## src/rtl/mult_scaler_array_pkg.sv

```systemverilog
// ---------------------------------------------------------------------------
// mult_scaler_array_pkg
// Shared width defaults and types for the multi-lane scaler multiplier.
//   ADD_OUT_WIDTH         : signed accumulator lane width (adder-tree output)
//   SCALER_WIDTH          : signed per-lane scale factor width
//   MULT_SCALER_OUT_WIDTH : signed lane output width
//   SHIFT_WIDTH           : width of the runtime right-shift amount
//   SAT_CNT_W             : width of the saturation event counter
// ---------------------------------------------------------------------------
package mult_scaler_array_pkg;

    localparam int DEFAULT_CH            = 4;
    localparam int ADD_OUT_WIDTH         = 16;
    localparam int SCALER_WIDTH          = 8;
    localparam int MULT_SCALER_OUT_WIDTH = 16;
    localparam int SHIFT_WIDTH           = 5;
    localparam int SAT_CNT_W             = 32;

    // Output formatting mode carried alongside each beat.
    typedef enum logic {
        MODE_SLICE = 1'b0,
        MODE_ROUND = 1'b1
    } scale_mode_e;

endpackage

```

## src/rtl/mult_scaler_array_if.sv

```systemverilog
// ---------------------------------------------------------------------------
// mult_scaler_array_if
// Valid/ready bus bundle for mult_scaler_array.
//   master : producer/consumer side (drives in_*, out_ready, cnt_clr)
//   slave  : the scaler array (drives in_ready, out_*, sat_flag, sat_count)
// Lane i of in_data/scale/out_data sits at [i*W +: W].
// ---------------------------------------------------------------------------
interface mult_scaler_array_if
    import mult_scaler_array_pkg::*;
#(
    parameter int CH      = DEFAULT_CH,
    parameter int IN_W    = ADD_OUT_WIDTH,
    parameter int SC_W    = SCALER_WIDTH,
    parameter int OUT_W   = MULT_SCALER_OUT_WIDTH,
    parameter int SHIFT_W = SHIFT_WIDTH
);

    logic                  in_valid;
    logic                  in_ready;
    logic [CH*IN_W-1:0]    in_data;
    logic [CH*SC_W-1:0]    scale;
    logic [SHIFT_W-1:0]    shift;
    logic                  mode;
    logic                  out_valid;
    logic                  out_ready;
    logic [CH*OUT_W-1:0]   out_data;
    logic [CH-1:0]         sat_flag;
    logic                  cnt_clr;
    logic [SAT_CNT_W-1:0]  sat_count;

    modport master (
        output in_valid, in_data, scale, shift, mode, out_ready, cnt_clr,
        input  in_ready, out_valid, out_data, sat_flag, sat_count
    );

    modport slave (
        input  in_valid, in_data, scale, shift, mode, out_ready, cnt_clr,
        output in_ready, out_valid, out_data, sat_flag, sat_count
    );

endinterface

```

## src/rtl/mult_scaler_array_lane.sv

```systemverilog
// ---------------------------------------------------------------------------
// scaler_lane
// One lane of the scaler array: stage 1 registers the full-width signed
// product with its mode and clamped shift; stage 2 formats it either as the
// legacy top slice or as round-half-up / arithmetic shift / saturate.
//   clk, rst  : clock, async active-high reset
//   load1_i   : capture a new product into stage 1
//   load2_i   : move stage 1 into the output register
//   a_i, b_i  : signed lane operand and scale factor
//   shift_i   : requested right shift (clamped to PW-1)
//   mode_i    : 0 = top slice, 1 = round/shift/saturate
//   data_o    : registered signed lane result
//   sat_o     : registered saturation flag for data_o
// ---------------------------------------------------------------------------
module scaler_lane
    import mult_scaler_array_pkg::*;
#(
    parameter int IN_W    = ADD_OUT_WIDTH,
    parameter int SC_W    = SCALER_WIDTH,
    parameter int OUT_W   = MULT_SCALER_OUT_WIDTH,
    parameter int SHIFT_W = SHIFT_WIDTH
) (
    input  logic                     clk,
    input  logic                     rst,
    input  logic                     load1_i,
    input  logic                     load2_i,
    input  logic signed [IN_W-1:0]   a_i,
    input  logic signed [SC_W-1:0]   b_i,
    input  logic [SHIFT_W-1:0]       shift_i,
    input  logic                     mode_i,
    output logic signed [OUT_W-1:0]  data_o,
    output logic                     sat_o
);

    localparam int PW = IN_W + SC_W;

    // Saturation bounds held at PW+1 bits so they compare directly with the
    // rounded value; the minimum is the bitwise complement of the maximum.
    localparam logic signed [PW:0] SAT_MAX = (PW+1)'((longint'(1) << (OUT_W-1)) - 1);
    localparam logic signed [PW:0] SAT_MIN = ~SAT_MAX;

    logic signed [PW-1:0]    prod_q, prod_d;
    scale_mode_e             mode_q;
    logic [SHIFT_W-1:0]      shift_q, shiftClamp;
    logic signed [PW:0]      prodExt, roundBias, biased, shifted;
    logic signed [OUT_W-1:0] data_q, data_d;
    logic                    sat_q, sat_d;

    // Stage-1 inputs: operands are sign-extended to PW before multiplying so
    // the product keeps every bit; shifts beyond PW-1 are clamped.
    always_comb begin
        prod_d     = PW'(a_i) * PW'(b_i);
        shiftClamp = (int'(shift_i) > PW - 1) ? SHIFT_W'(PW - 1) : shift_i;
    end

    // Stage-1 register: product plus the per-beat formatting controls.
    always_ff @(posedge clk or posedge rst) begin
        if (rst) begin
            prod_q  <= '0;
            mode_q  <= MODE_SLICE;
            shift_q <= '0;
        end else if (load1_i) begin
            prod_q  <= prod_d;
            mode_q  <= scale_mode_e'(mode_i);
            shift_q <= shiftClamp;
        end
    end

    // Stage-2 formatting. The rounding add is done one bit wider than the
    // product so adding half an LSB can never wrap.
    always_comb begin
        prodExt   = (PW+1)'(prod_q);
        roundBias = (shift_q == '0) ? '0 : ((PW+1)'(1) << (shift_q - 1'b1));
        biased    = prodExt + roundBias;
        shifted   = biased >>> shift_q;
        data_d    = prod_q[PW-1 -: OUT_W];
        sat_d     = 1'b0;
        if (mode_q == MODE_ROUND) begin
            if (shifted > SAT_MAX) begin
                data_d = SAT_MAX[OUT_W-1:0];
                sat_d  = 1'b1;
            end else if (shifted < SAT_MIN) begin
                data_d = SAT_MIN[OUT_W-1:0];
                sat_d  = 1'b1;
            end else begin
                data_d = shifted[OUT_W-1:0];
            end
        end
    end

    // Output register: only loads when a stage-1 beat moves forward, so the
    // result stays put while the consumer stalls.
    always_ff @(posedge clk or posedge rst) begin
        if (rst) begin
            data_q <= '0;
            sat_q  <= 1'b0;
        end else if (load2_i) begin
            data_q <= data_d;
            sat_q  <= sat_d;
        end
    end

    assign data_o = data_q;
    assign sat_o  = sat_q;

endmodule

```

## src/rtl/mult_scaler_array.sv

```systemverilog
// ---------------------------------------------------------------------------
// mult_scaler_array
// CH-lane pipelined scaler multiplier with valid/ready flow control and a
// saturation event counter for calibration.
//   clk  : clock, rising edge
//   rst  : asynchronous active-high reset (discards in-flight beats)
//   bus  : slave side of mult_scaler_array_if
//          in_valid/in_ready/in_data/scale/shift/mode  : input beat
//          out_valid/out_ready/out_data/sat_flag       : output beat
//          cnt_clr/sat_count                           : saturation counter
// Latency is two cycles; a full two-stage pipeline keeps streaming at one
// beat per cycle as long as out_ready is high.
// ---------------------------------------------------------------------------
module mult_scaler_array
    import mult_scaler_array_pkg::*;
#(
    parameter int CH      = DEFAULT_CH,
    parameter int IN_W    = ADD_OUT_WIDTH,
    parameter int SC_W    = SCALER_WIDTH,
    parameter int OUT_W   = MULT_SCALER_OUT_WIDTH,
    parameter int SHIFT_W = SHIFT_WIDTH
) (
    input  logic              clk,
    input  logic              rst,
    mult_scaler_array_if.slave bus
);

    logic                  valid1_q, valid2_q;
    logic                  en1, en2;
    logic                  load1, load2;
    logic                  outXfer;
    logic [CH*OUT_W-1:0]   laneData;
    logic [CH-1:0]         laneSat;
    logic [SAT_CNT_W-1:0]  satCount_q, satCount_d;

    // A stage may take new data when it is empty or when the stage after it
    // is moving; this chains back combinationally from out_ready.
    always_comb begin
        en2     = !valid2_q || bus.out_ready;
        en1     = !valid1_q || en2;
        load1   = en1 && bus.in_valid;
        load2   = en2 && valid1_q;
        outXfer = valid2_q && bus.out_ready;
    end

    assign bus.in_ready  = en1 && !rst;
    assign bus.out_valid = valid2_q;
    assign bus.out_data  = laneData;
    assign bus.sat_flag  = laneSat;
    assign bus.sat_count = satCount_q;

    // Stage valid bits follow the same enables as the lane data registers.
    always_ff @(posedge clk or posedge rst) begin
        if (rst) begin
            valid1_q <= 1'b0;
            valid2_q <= 1'b0;
        end else begin
            if (en1) begin
                valid1_q <= bus.in_valid;
            end
            if (en2) begin
                valid2_q <= valid1_q;
            end
        end
    end

    // Count transferred beats with any lane saturated; clear wins over an
    // increment in the same cycle and the count sticks at all-ones.
    always_comb begin
        satCount_d = satCount_q;
        if (bus.cnt_clr) begin
            satCount_d = '0;
        end else if (outXfer && (|laneSat) && (satCount_q != '1)) begin
            satCount_d = satCount_q + 1'b1;
        end
    end

    always_ff @(posedge clk or posedge rst) begin
        if (rst) begin
            satCount_q <= '0;
        end else begin
            satCount_q <= satCount_d;
        end
    end

    for (genvar g = 0; g < CH; g++) begin : gLane
        scaler_lane #(
            .IN_W    (IN_W),
            .SC_W    (SC_W),
            .OUT_W   (OUT_W),
            .SHIFT_W (SHIFT_W)
        ) uLane (
            .clk     (clk),
            .rst     (rst),
            .load1_i (load1),
            .load2_i (load2),
            .a_i     (bus.in_data[g*IN_W +: IN_W]),
            .b_i     (bus.scale[g*SC_W +: SC_W]),
            .shift_i (bus.shift),
            .mode_i  (bus.mode),
            .data_o  (laneData[g*OUT_W +: OUT_W]),
            .sat_o   (laneSat[g])
        );
    end

endmodule

```

## src/flat_wrapper.sv

```systemverilog
// flat-port wrapper written by rule: the top's interface ports become plain ports
module mult_scaler_array_flat import mult_scaler_array_pkg::*;
#(
    parameter int CH      = DEFAULT_CH,
    parameter int IN_W    = ADD_OUT_WIDTH,
    parameter int SC_W    = SCALER_WIDTH,
    parameter int OUT_W   = MULT_SCALER_OUT_WIDTH,
    parameter int SHIFT_W = SHIFT_WIDTH
)
  (clk, rst, bus_in_valid, bus_in_data, bus_scale, bus_shift, bus_mode, bus_out_ready, bus_cnt_clr, bus_in_ready, bus_out_valid, bus_out_data, bus_sat_flag, bus_sat_count);
  mult_scaler_array_if #(.CH(CH), .IN_W(IN_W), .SC_W(SC_W), .OUT_W(OUT_W), .SHIFT_W(SHIFT_W)) bus_i ();
  input  logic clk;
  input  logic rst;
  input wire logic [$bits(bus_i.in_valid)-1:0] bus_in_valid;
  input wire logic [$bits(bus_i.in_data)-1:0] bus_in_data;
  input wire logic [$bits(bus_i.scale)-1:0] bus_scale;
  input wire logic [$bits(bus_i.shift)-1:0] bus_shift;
  input wire logic [$bits(bus_i.mode)-1:0] bus_mode;
  input wire logic [$bits(bus_i.out_ready)-1:0] bus_out_ready;
  input wire logic [$bits(bus_i.cnt_clr)-1:0] bus_cnt_clr;
  output wire logic [$bits(bus_i.in_ready)-1:0] bus_in_ready;
  output wire logic [$bits(bus_i.out_valid)-1:0] bus_out_valid;
  output wire logic [$bits(bus_i.out_data)-1:0] bus_out_data;
  output wire logic [$bits(bus_i.sat_flag)-1:0] bus_sat_flag;
  output wire logic [$bits(bus_i.sat_count)-1:0] bus_sat_count;
  assign bus_i.in_valid = bus_in_valid;
  assign bus_i.in_data = bus_in_data;
  assign bus_i.scale = bus_scale;
  assign bus_i.shift = bus_shift;
  assign bus_i.mode = bus_mode;
  assign bus_i.out_ready = bus_out_ready;
  assign bus_i.cnt_clr = bus_cnt_clr;
  assign bus_in_ready = bus_i.in_ready;
  assign bus_out_valid = bus_i.out_valid;
  assign bus_out_data = bus_i.out_data;
  assign bus_sat_flag = bus_i.sat_flag;
  assign bus_sat_count = bus_i.sat_count;
  mult_scaler_array #(.CH(CH), .IN_W(IN_W), .SC_W(SC_W), .OUT_W(OUT_W), .SHIFT_W(SHIFT_W)) u_core (.clk(clk), .rst(rst), .bus(bus_i));
endmodule
```

## config.mk

```make
export PLATFORM = sky130hd
export DESIGN_NAME = mult_scaler_array_flat
export DESIGN_NICKNAME = d
export VERILOG_FILES = /design/src/rtl/mult_scaler_array_pkg.sv /design/src/rtl/mult_scaler_array_if.sv /design/src/rtl/mult_scaler_array_lane.sv /design/src/rtl/mult_scaler_array.sv /design/src/flat_wrapper.sv
export SDC_FILE = /design/constraint.sdc
export NUM_CORES = 2
export LEC_CHECK = 0
export CORE_UTILIZATION = 45
export CTS_BUF_LIST = sky130_fd_sc_hd__clkbuf_4 sky130_fd_sc_hd__clkbuf_8
export DETAILED_ROUTE_END_ITERATION = 12
export PLACE_DENSITY = 0.67
export SYNTH_ARGS = -nofsm -noshare
export SYNTH_HDL_FRONTEND = slang
export SYNTH_SLANG_ARGS = --single-unit
```

## constraint.sdc

```tcl
create_clock -name clk -period 15.69 [get_ports clk]
set_clock_uncertainty 0.05 [all_clocks]
set_input_delay 3.138 -clock clk [delete_from_list [all_inputs] [get_ports clk]]
set_output_delay 3.138 -clock clk [all_outputs]
set_load 0.005 [all_outputs]
```

==> summary by stage <==
Power and ir drop
The areal power density over the cells is 154 mW/mm². Summed over all nets, the switching power comes to 0.00353 W. The clock network burns 9.0% of the power.

The combinational cell fraction of total power is 74.2%. The leakage power is 19.0 nW. Net switching is 52.8% of the power. The internal portion of the total power is 0.00315 W. The sequential power share is 16.7%.

The post-layout total power is 0.00669 W. The peak supply drop is 0.0899 mV.

CTS
The later pin in the worst-skew pair is clocked with a latency of 0.62 ns. The clock-pin transition on the worst setup and hold timing paths is 0.06 ns. The count of hold-fix buffers inserted at cts is 0. The clock tree from TritonCTS is built.

The setup fix buffers added after clock tree synthesis is 0. The clock root buffer master is clkbuf_8. Gates resized during post-CTS repair numbered 0.

The maximum count of clock buffers along a single path is 3. Clock tree synthesis inserted a total of 38 buffers. In this run the number of H-tree levels came out at 2.

CTS saw 204 sinks.

Timing
The final sum of negative setup slack is 0 ns. The worst pin sits at a relative slew slack of 20.2%. The achievable clock frequency is 110 MHz.

For the pin with the worst max-slew slack, the measured transition is 1.19 ns. The total count of hold-check failures in the final report is 0. After layout, the worst path uses 58.2% of the clock period. The setup-violating endpoint count in the final report is 0. Setup repair after global routing left no endpoint under its margin. The number of pins with negative max-slew slack in the final report was 0. For the finished layout, the period the worst path requires is 9.13 ns.

Routing
For this run, the detailed router's first-pass iteration total came to 7. The number of violations reported at the end of detailed-routing iteration 0 is 3265. The total via count after detailed routing is 36786.

For this block, the routed nets add up to 136 mm of wire. The vias per cell is 6.01. The number of design rule violations left after detail routing is 0. The residual antenna-violating net count after detailed routing is 0. After detailed routing, the average wire length per cell comes to 22.2 µm.

Yosys
The share of the synthesized area in the top cell type is 20.8%. The post-synth design cell area is 0.0396 mm². For this run, the leading register cell type out of synthesis is dfrtp_1.

The total number of yosys warnings is 0. The post-synth net total is 5667. Yosys mapped the design onto 107 distinct sky130hd cell types. After synthesis, the share of flip-flops with an asynchronous set or reset is 100%. The instance count of the mapped netlist is 4907. In this run the mean area of a mapped cell was 8.08 µm². The number of flops mapped to enable cells by yosys is 0. The synthesized design contains 204 register bits. Ranked by total cell area, the synthesized netlist is headed by fa_1 (21%), dfrtp_1 (13%), ha_1 (7.6%), and2_1 (5.5%), inv_1 (5.4%). The share of the Yosys chip area taken by registers is 12.9%.

The library cell with the largest summed area after synthesis is fa_1.

Cells and area
The number of fillers in the final layout is 8542. The layout-stage area growth over the synthesis result is 9.58%. The final cell utilization of the core is 49.9%. The number of antenna diodes in the final layout is 0.

Of the cells placed in the final design, the portion with a size suffix greater than 1 is 5.42%. For this run, the post-layout net count is 5696. Once layout is done, the placed cells without fillers occupy 0.0434 mm².

Worst setup path
The dominant delay contributor by cell family on the critical path is compound AO/OA/AOI/OAI gates. The critical path start-end classification is input port to flop. STA classifies the critical path startpoint as an input port. The critical path endpoint category is a flop.

The highest net fanout along the worst path is 16. Together, buffers and inverters on the worst path number 6. The data required time at the worst endpoint is 16.10 ns. Walking the worst path, the cells encountered are clkdlybuf4s50_1 > inv_1 > fa_1 > fa_1 > inv_1 > fa_1 > inv_1 > fa_1 > inv_1 > ha_1 > inv_1 > o21ai_0 > a21oi_1 > o21ai_0 > a21oi_1 > o21ai_0 > a2111oi_0 > nor3_1 > o41ai_1 > a21oi_1 > a21oi_1 > xnor2_1 > o21ai_0. The most numerous cell on the critical path is inv_1. The worst stage delay on the critical path is 0.87 ns. The largest individual stage delay along the critical path comes from the cell clkdlybuf4s50_1.

The arrival time of the worst setup path is 9.54 ns.

Global routing
Summed over all layers, the global routing overflow is 0. In this run the most used layer during global routing was met1. The wire length of the first global-routing pass is 212 mm. The global routing usage on met1 is 44.9%. Global routing used 30.2% of the available tracks across all layers. The via count of the first global-routing pass is 35211.

The met3 track demand over resource is 6.33%. The number of antenna violations at the first check in global routing was 6. The routing usage on met2 is 43.9%. Entering global routing, the biggest net connects 100 pins.

Job
Max-cap violations in this run came to 0.

Floorplanning
The effective utilization at floorplan is 45.6%. 209 I/O pins were placed. The core region is 0.0870 mm². The floorplan step defined a die boundary enclosing 0.0893 mm². In this run the core area contains 108 standard-cell rows. The die is 299 µm wide. The height of the die is 299 µm.

Placement
The area after detailed placement is 0.0426 mm². Detailed placement ended at an HPWL of 109 mm. Routability-driven placement finished with a final weighted congestion of 1.03. Buffers placed on the I/O ports in this run total 208.

Hold path
The min-delay analysis places its worst path in the category flop to flop.

Run status
The flow ran to the end, and the final reports show no timing, DRC or antenna violations.
[worst reg2reg max path, stage by stage, from the launching register on]
cell	delay, ns
dfrtp_2	0.34
buf_4	0.42
nand3b_1	0.85
nor2_1	0.94
ha_1	0.45
and2_1	0.26
a21o_1	0.19
o31ai_1	0.36
a21oi_1	0.15
a21oi_1	0.61
mux2_2	0.48
nor2_1	0.69
a21oi_1	0.28
o221ai_1	0.30
o311ai_0	0.21
o31ai_1	0.53
and2_1	0.51
a21oi_1	0.13
[path summary, 6_finish.rpt]
| kind | from | endpoint | slack, ns | depth (start not counted) |
|---|---|---|---|---|
| setup reg to reg | u_core.gLane[1].uLane.shift_q[3] | u_core.gLane[0].uLane.data_o[9] | 7.79 | 17 |
| hold / removal | u_core.gLane[3].uLane.data_o[15] | u_core.gLane[3].uLane.data_o[15] | 0.43 | 2 |
| max in group asynchronous | rst | u_core.gLane[1].uLane.shift_q[1] | 11.22 | 3 |
| min in group asynchronous | rst | u_core.gLane[3].uLane.sat_o | 3.01 | 2 |
| hold reg to reg | u_core.gLane[3].uLane.data_o[15] | u_core.gLane[3].uLane.data_o[15] | 0.43 | 2 |
| setup / recovery | bus_scale[23] | u_core.gLane[2].uLane.prod_q[23] | 6.56 | 23 |
[metal layers]
layer	routed length, µm	part of all wire [%]	vias to the layer above
met5	23	0.017	-
met4	3990	2.9	4
met3	13300	9.8	222
met2	56400	41	1676
met1	62400	46	17956
li1	-	-	16928
[layout by cell type (no fill, tap or decap), types with 83 or more instances in the layout]
cell,instances
nor2_1,281
xnor2_1,149
clkdlybuf4s50_1,208
nand2_1,459
mux2i_1,86
nand3_1,86
fa_1,412
nand2b_1,83
or3_1,88
o21ai_0,304
a21oi_1,283
dfrtp_1,198
inv_1,567
ha_1,241
and2_1,346
[power by group through the flow]
stage               clock network (W)  registers, W  logic, W
floorplan                           0      0.000858   0.00362
global placement                    0       0.00110   0.00483
detailed placement                  0       0.00110   0.00488
CTS                          0.000620       0.00110   0.00491
global route                 0.000642       0.00113   0.00553
finish                       0.000605       0.00112   0.00496
[cell usage after synthesis (19+ instances only)]
cell type,number
nor2_1,283
fa_1,412
xor2_1,80
o22ai_1,20
nand2_1,461
nand2b_1,84
clkbuf_1,208
o31ai_1,42
o21a_1,31
a21oi_1,283
o2111ai_1,29
ha_1,241
xnor2_1,149
a31oi_1,50
and3_1,48
buf_2,26
o21bai_1,19
mux2_2,54
and2_1,347
o21ai_0,304
mux4_2,19
nor3_1,70
nand4_1,31
nand3_1,86
o211ai_1,66
a21o_1,51
buf_1,29
inv_1,571
or3_1,88
a211oi_1,62
dfrtp_1,204
mux2i_1,86
[registers in the layout, indices dropped and copies added (netlist names)]
signal and cells:
u_core.gLane.uLane.prod_q 96, u_core.gLane.uLane.shift_q 5, u_core.gLane.uLane.sat_o 4, u_core.bus.out_valid 1, u_core.bus.sat_count 32, u_core.gLane.uLane.data_o 64, u_core.gLane.uLane.mode_q 1, u_core.valid1_q 1
[cell families (layout without fill, tap and decap cells)]
| family | count (synthesis) | in the layout | synth area share [%] |
|---|---|---|---|
| simple gates | 1615 | 1615 | 20.7 |
| compound gates | 1188 | 1188 | 19.6 |
| buf+inv | 846 | 904 | 8.19 |
| fa+ha+maj | 665 | 665 | 28.7 |
| xor+xnor | 229 | 229 | 5.06 |
| flops | 204 | 204 | 12.9 |
| mux | 160 | 160 | 4.84 |
[final cells by class]
cell class	instances	area, µm²	share of cell area (%)
Multi-Input combinational cell	3857	31300	72.1
Sequential cell	204	5120	11.8
Timing Repair Buffer	263	2510	5.77
Inverter	572	2150	4.96
Tap cell	1155	1450	3.33
Clock buffer	60	763	1.76
Clock inverter	9	123	0.282
[metrics by stage]
stage,setup WS [ns],std cells,hold WS [ns]
finish,6.56,6120,0.433
floorplan,6.93,4907,0.406
global route,5.98,6120,0.462
global placement,5.97,6051,0.424
detailed placement,5.97,6051,0.430
CTS,6.57,6120,0.443
Power figures use the tool's default switching activity.
